==> src/rtl/bin2gray_counter.sv <==
// Up/down binary counter that registers BIN and its Gray code on the same edge.
// Optional `GRAY_STEP_CHECK_EN adds a sticky ERR flag for non-unit-distance Gray steps.
module bin2gray_counter #(
    parameter int WIDTH = 4
) (
    input  logic             CLK,
    input  logic             RST,
    input  logic             EN,
    input  logic             UP,
    input  logic             LOAD,
    input  logic [WIDTH-1:0] LOAD_BIN,
    output logic [WIDTH-1:0] BIN,
    output logic [WIDTH-1:0] GRAY,
    output logic             TC,
`ifdef GRAY_STEP_CHECK_EN
    output logic             WRAP,
    output logic             ERR
`else
    output logic             WRAP
`endif
);

    localparam logic [WIDTH-1:0] ONES = '1;
    localparam logic [WIDTH-1:0] ZERO = '0;
    localparam logic [WIDTH-1:0] ONE  = WIDTH'(1);

    function automatic logic [WIDTH-1:0] bin_to_gray(input logic [WIDTH-1:0] b);
        return b ^ (b >> 1);
    endfunction

    function automatic int unsigned popcount(input logic [WIDTH-1:0] v);
        int unsigned n;
        n = 0;
        for (int i = 0; i < WIDTH; i++) begin
            n += int'(v[i]);
        end
        return n;
    endfunction

    logic [WIDTH-1:0] bin_q, bin_d;
    logic [WIDTH-1:0] gray_q, gray_d;
    logic             wrap_q, wrap_d;
    logic             tc;
    logic             step;

    always_comb begin
        step   = EN & ~LOAD;
        bin_d  = bin_q;
        if (LOAD) begin
            bin_d = LOAD_BIN;
        end else if (EN) begin
            bin_d = UP ? (bin_q + ONE) : (bin_q - ONE);
        end
        // Gray is encoded from the next binary value so both outputs move together.
        gray_d = bin_to_gray(bin_d);
        tc     = step & ((UP & (bin_q == ONES)) | (~UP & (bin_q == ZERO)));
        wrap_d = tc;
    end

    always_ff @(posedge CLK) begin
        if (RST) begin
            bin_q  <= '0;
            gray_q <= '0;
            wrap_q <= 1'b0;
        end else begin
            bin_q  <= bin_d;
            gray_q <= gray_d;
            wrap_q <= wrap_d;
        end
    end

    assign BIN  = bin_q;
    assign GRAY = gray_q;
    assign TC   = tc;
    assign WRAP = wrap_q;

`ifdef GRAY_STEP_CHECK_EN
    // Checker register: previous GRAY plus a flag saying the last edge was a count step.
    logic [WIDTH-1:0] gray_prev_q;
    logic             chk_q;
    logic             err_q, err_d;

    always_comb begin
        err_d = err_q;
        if (chk_q && (popcount(gray_prev_q ^ gray_q) != 1)) begin
            err_d = 1'b1;
        end
    end

    always_ff @(posedge CLK) begin
        if (RST) begin
            gray_prev_q <= '0;
            chk_q       <= 1'b0;
            err_q       <= 1'b0;
        end else begin
            gray_prev_q <= gray_q;
            chk_q       <= step;
            err_q       <= err_d;
        end
    end

    assign ERR = err_q;
`endif

endmodule

==> config.mk <==
export PLATFORM = sky130hd
export DESIGN_NAME = bin2gray_counter
export DESIGN_NICKNAME = d
export VERILOG_FILES = /design/src/rtl/bin2gray_counter.sv
export SDC_FILE = /design/constraint.sdc
export NUM_CORES = 1
export LEC_CHECK = 0
export ABC_AREA = 1
export CORE_AREA = 5 5 42 44
export CTS_CLUSTER_DIAMETER = 150
export DETAILED_ROUTE_END_ITERATION = 16
export DIE_AREA = 0 0 47 49
export PLACE_DENSITY = 0.67
export SLEW_MARGIN = 20
export SYNTH_ARGS = -nofsm -noshare
export SYNTH_HDL_FRONTEND = slang
export SYNTH_SLANG_ARGS = --single-unit
==> constraint.sdc <==
create_clock -name CLK -period 1.8 [get_ports CLK]
set_clock_uncertainty 0.1 [all_clocks]
set_input_delay 0.36 -clock CLK [delete_from_list [all_inputs] [get_ports CLK]]
set_output_delay 0.36 -clock CLK [all_outputs]
set_load 0.005 [all_outputs]
### Word-level counts from Yosys, hierarchy flattened

Cells that the tools add are included.

* register bits: 9
* output and inout port bits: 10
* logic and storage cells: 18

* add/subtract/negate cells: 2
* equality and inequality tests: 1
* multiplexer cells: 3
* bitwise logic cells: 8
* reduce and logical (&&, ||, !) cells: 1

Operators with widths (count)
* 2-to-1 mux 4 bit: 3
* adder 4 x 1 -> 4 bit, second input constant: 1
* AND 1 bit: 4
* equality test 4 bit, second input constant: 1
* logical NOT 4 bit: 1
* subtractor 4 x 1 -> 4 bit, second input constant: 1
* bitwise XOR 4 x 3 -> 4 bit: 1
* NOT 1 bit: 2
* bitwise OR 1 bit: 1

### Longest topological paths before layout

* depth after elaboration: 5
* mapped depth: 12
* gate-level depth less buffers: 12

### Worst setup path before layout

OpenSTA, ideal clock, no wires.

* kind: input-to-reg
* from: in UP
* to: reg gray_q[0] (netlist: GRAY[0])
* arrival time: 1349 ps
* required time: 1583 ps
* slack: 234 ps
* cell stages on the path: 6
* cell sequence: inv_2 -> fa_1 -> nand2_1 -> o211ai_1 -> o21ai_2 -> o22a_1

* longest elaborated chain between the ends: 4

RTL lines
* from (decl): line 9 `input logic UP,`
* 2-to-1 mux 4 bit: line 52 `bin_d = UP ? (bin_q + ONE) : (bin_q - ONE);`
* 2-to-1 mux 4 bit: line 51 `end else if (EN) begin`
* 2-to-1 mux 4 bit: line 49 `if (LOAD) begin`
* bitwise XOR 4 x 3 -> 4 bit: line 28 `return b ^ (b >> 1);`
* to (signal assigned): line 67 `gray_q <= gray_d;`
* to (decl): line 41 `logic [WIDTH-1:0] gray_q, gray_d;`

Every way passes these cells.
A chain may end at the register's enable or synchronous reset.

### Worst setup path in the final report

* from: reg bin_q[3] (netlist: BIN[3])
* to: out BIN[3]

RTL lines
* from (decl): line 40 `logic [WIDTH-1:0] bin_q, bin_d;`
* from (signal assigned): line 66 `bin_q <= bin_d;`
* to (decl): line 12 `output logic [WIDTH-1:0] BIN,`

No word-level cell between the ends.

==> impl_metrics.toml <==
[cts]
cts-root-buf = "clkbuf_4"
numClockSinks = 8
cts_buffer_depth = 2
clkTransAtPathRegs_ns = 0.05
hold_buffers = 0
h-tree-depth = 1
cts_tree = "yes"
clkLatencyLatePin_ns = 0.25
numCtsBuffers = 3

[detailed_routing]
post-route-drc-count = 0
via_per_inst = 4.64
first_pass_iters = 4
drt_iter0_drc = 6
route.vias.total = 515
post_drt_wl_per_cell_um = 11.0
drt-total-wl_um = 1220
ant_nets = 0

[sta]
rsz0062_at_grt = "no"
min_period_ns = 1.74
slew_headroom_pct = 81.2
finalSetupTns_ns = 0
final_hold_viol_count = 0
slew_viol_final = 0
fin_ws_ns = 0.0581
finalCritPeriodShare_pct = 96.8
worst_pin_slew_ns = 0.281
max_freq_mhz = 574
fin_hold_ws_ns = 0.491
finalSetupViolCount = 0

[layout]
regArea_sq_um = 161
final_cell_area_sq_um = 781
fin_util_pct = 55.7
nets = 109
areaGrowthSynthToFinish_pct = 66.8
fill_cells = 157
antenna_cells = 0
final_cell_count_no_fill = 111
multiInputGateArea_sq_um = 284
layout-drive-gt1-share_pct = 29.5

[yosys]
synthCells = 63
synth_seq_area_share_pct = 34.2
synth-seq-cells = 8
synthTopCellsByArea = "dfxtp_1 34%, nand2_1 12%, nor2_1 5.6%, o21ai_2 5.6%, a21oi_1 5.3%"
yosys.area.top_type = "dfxtp_1"
synth-edff-count = 0
async_flop_share_pct = 0
yosysWarnings = 0
synthTopCellsByCount = "15 x nand2_1, 8 x dfxtp_1, 7 x nor2_1, 5 x a21oi_1, 4 x inv_1"
syn_nets = 75
synth-main-ff-cell = "dfxtp_1"
synthMostInstantiatedCell = "nand2_1"
syn_avg_cell_area_sq_um = 7.43
yosysUniqueCellTypes = 21
syn-cell-area_sq_um = 468
synth_top_area_share_pct = 34.2

[floorplan]
start_util_pct = 33.4
rows = 14
io_pins = 19
fp.dieH_um = 49
die_w_um = 47
coreArea_sq_um = 1400
die-area_sq_um = 2300

[power]
ir_worst_vdd_v = 0.000486
total_power_mw = 0.530
leakagePower_nw = 0.357
power_density_nw_per_um2 = 679

[placed_design]
post_dp_cell_area_sq_um = 736
dp_cells = 106
routabilityCongestion = 0.773
dpl.hpwl_um = 1000
post-place-ws_ns = -0.406
place.port_buffers = 18

[hold_path]
hp-class = "input port to flop"
min_from = "UP"

[worst_setup_path]
crit_buf_inv = 2
crit_type = "flop to output pin"
slowest_stage = "clkdlybuf4s50_1"
critPathMaxFanout = 4
rr_startpoint = "BIN[0]$_SDFF_PP0_"
critPathArrivalTime_ns = 1.28
worst_path_largest_cell_delay_ns = 0.50
endpoint_kind = "output pin"
required_ns = 1.34
path_delay_family = "buffers and inverters"
startpoint_type = "flop"
path_cells = "buf_4, clkdlybuf4s50_1"
worstSetupStartpoint = "BIN[3]$_SDFF_PP0_"

[global_route]
grt_remaining_overflow = 0
first_global_vias = 494
grt_max_degree = 7
grtUsageTotal_pct = 12.5
antenna_found_initial = 0
grt_pass1_wl_um = 2060

[status]
status = "finished, final reports clean"

[job]
maxCapViolations = 0
[state kept, by name (all words and copies together), names as in the netlist]
name	cells
GRAY	3
WRAP	1
BIN	4
[worst min-delay path: cells and delay by family]
kind | cells | cell delay (ns)
AOI/OAI and AO/OA | 1 | 0.17
buffers and inverters | 2 | 0.23
and+or+nand+nor | 1 | 0.04
[cell usage in the layout (no fill, tap or decap), types with 2 or more instances in the layout]
cell,Yosys,routed
a21oi_1,5,5
buf_4,1,12
clkbuf_4,0,3
clkdlybuf4s50_1,0,16
dfxtp_1,8,7
ha_1,2,2
inv_1,4,4
inv_2,3,3
nand2_1,15,15
nand3_1,2,2
nor2_1,7,6
nor2_2,1,2
o21ai_1,2,2
o21ai_2,3,3
or2_1,2,2
[worst paths after layout]
path / end / slack, ns / depth (start not counted)
worst max-delay path: BIN[3] / 0.06 / 2
worst min-delay path: WRAP$_SDFF_PP0_ / 0.49 / 4
worst max register to register: GRAY[0]$_SDFF_PP0_ / 0.11 / 6
worst min register to register: BIN[3]$_SDFF_PP0_ / 0.62 / 4
[what timing repair did]
item,4_1_cts,5_1_grt
setup buffers,2,0
endpoints found under the setup margin,7,4
cloned,0,0
resized for setup,6,3
pin swaps,2,1
[kinds of logic after synthesis]
| kind of cell | count (synthesis) | synth area share, % |
|---|---|---|
| fa+ha+maj | 3 | 9.62 |
| compound gates | 13 | 18.5 |
| flops | 8 | 34.2 |
| simple gates | 30 | 28.6 |
| buf+inv | 8 | 7.22 |
| xor+xnor | 1 | 1.87 |
[power breakdown]
| group | total (mW) | internal, mW | switching [mW] |
|---|---|---|---|
| Clock | 0.134 | 0.0761 | 0.0584 |
| Combinational | 0.188 | 0.107 | 0.0810 |
| Sequential | 0.208 | 0.195 | 0.0128 |
| Total | 0.530 | 0.378 | 0.152 |
[layer usage]
layer  wire length [um]  part of all wire (%)  up-vias  track usage, %
met5                  0                     0        -               0
met4                 43                   3.5        0            9.68
met3                 45                   3.7        5            2.21
met2                604                    49       13            19.2
met1                528                    43      224            14.5
li1                   -                     -      273               -
[final cells by class]
cell class	count	share of cell area (%)
Clock buffer	3	2.88
Timing Repair Buffer	30	34.1
Tap cell	16	2.56
Multi-Input combinational cell	47	36.4
Sequential cell	8	20.7
Inverter	7	3.37
Power figures use the tool's default switching activity.
==> RTL edit, RTL diff (config.mk and constraints unchanged) <==
Register the output `GRAY` once more, cleared by the reset; this adds one clock of latency there. The other outputs are not delayed to match.
--- a/src/rtl/bin2gray_counter.sv
+++ b/src/rtl/bin2gray_counter.sv
@@ -71,5 +71,11 @@
 
     assign BIN  = bin_q;
-    assign GRAY = gray_q;
+    always_ff @(posedge CLK) begin
+        if (RST) begin
+            GRAY <= '0;
+        end else begin
+            GRAY <= gray_q;
+        end
+    end
     assign TC   = tc;
     assign WRAP = wrap_q;
Check against the original RTL: not equivalent (a bounded check fails within 4 cycles, from zero or initial values and one cycle with RST high).
==> RTL edit against the original RTL <==
Routed wire length is 0.90% higher; synthesized cell count is 19% higher; worst setup slack better by 0.0010 ns; largest cell class unchanged; highest routed layer unchanged; sequential cell count is 4 higher; non-clock buffer count is 1 lower; total power is 31% higher; cell area is 17% higher; via count is 12% higher; global-route usage is 0.55 points lower; cell count is 9.9% higher; core utilization is 9.2 points higher; critical path type is now input port to output pin; sequential power is 47% higher; area after synthesis is 25% higher.
==> RTL edit: results (changes against the original RTL) <==
| Metric | Value |
|---|---|
| Status | finished clean (unchanged) |
| Post-synthesis sequential area ratio | 41.2% (was 34.2%) |
| List of most frequent post-synthesis cells | nand2_1, dfxtp_1, nor2_1 (unchanged) |
| Vias | 579 (was 515) |
| Routed len/inst | 10.1 um (was 11.0 um) |
| Vias in the first global route | 560 (was 494) |
| CP Launch Point | LOAD (was BIN[3]$_SDFF_PP0_) |
| Reg clk slew, reported paths | 0.07 ns (was 0.05 ns) |
| Hold Crit Class | flop to flop (was input port to flop) |
| Pre-CTS setup slack | -0.404 ns (was -0.406 ns) |
| Critical Path Fanout Max | 2 (was 4) |
| Met2 Use GR | 20.4% (was 19.2%) |
| Area of the multi-input gates | 313 um2 (was 284 um2) |
| Peak supply drop | 0.783 mV (was 0.486 mV) |
| Non-clk buf share | 28.2% (was 34.1%) |
| DP Cell Count | 118 (was 106) |
| Internal cell power | 0.515 mW (was 0.378 mW) |
| GRT Total Usage | 12.0% (was 12.5%) |
| #MultiIn Comb | 51 (was 47) |
| Met1 WL | 520 um (was 528 um) |
| Flip-flop and latch area | 246 um2 (was 161 um2) |
| Hold path startpoint | gray_q[1]$_SDFF_PP0_ (was UP) |
| Yosys cell types | 24 (was 21) |
| Final clock-cell share | 3.99% (was 2.88%) |
| Hold-critical path depth | 2 (was 4) |
| Crit Reg-Reg Startpoint | BIN[2]$_SDFF_PP0_ (was BIN[0]$_SDFF_PP0_) |
| Largest cells by area after synthesis | dfxtp_1, nand2_1, nor2_1 (unchanged) |
| Final non-filler cell area | 910 um2 (was 781 um2) |
| Largest net degree at the start of global routing | 8 (was 7) |
| Static leakage | 0.413 nW (was 0.357 nW) |
| Sequential Power | 0.306 mW (was 0.208 mW) |
RTL edit: cell count changes after synthesis, sizes merged:
cell and delta:
buf +1, inv +3, nor2 +4, dfxtp +4
RTL edit: worst paths after layout:
check | endpoint | slack, ns
max reg2reg | gray_q[2]$_SDFF_PP0_ | 0.19
max | TC | 0.06
min | GRAY[1]$_SDFF_PP0_ | 0.30
min reg2reg | GRAY[1]$_SDFF_PP0_ | 0.30
RTL edit: logic make-up after synthesis:
kind of cell / Yosys count / synth area share, %
compound gates: 13 / 15.5
xor+xnor: 1 / 1.50
fa+ha+maj: 3 / 7.72
buf+inv: 12 / 8.58
flops: 12 / 41.2
simple gates: 34 / 25.5
RTL edit: timing repair:
item | in CTS | in global routing
setup endpoints to repair | 6 | 3
hold endpoints to repair | 0 | 0
setup buffers | 0 | 0
gates resized for setup | 10 | 6
pin swaps | 1 | 1
RTL edit: critical path: cells and delay by family:
kind / cells / cell delay (ns)
buffers and inverters: 3 / 0.66
AND/OR/NAND/NOR: 2 / 0.26
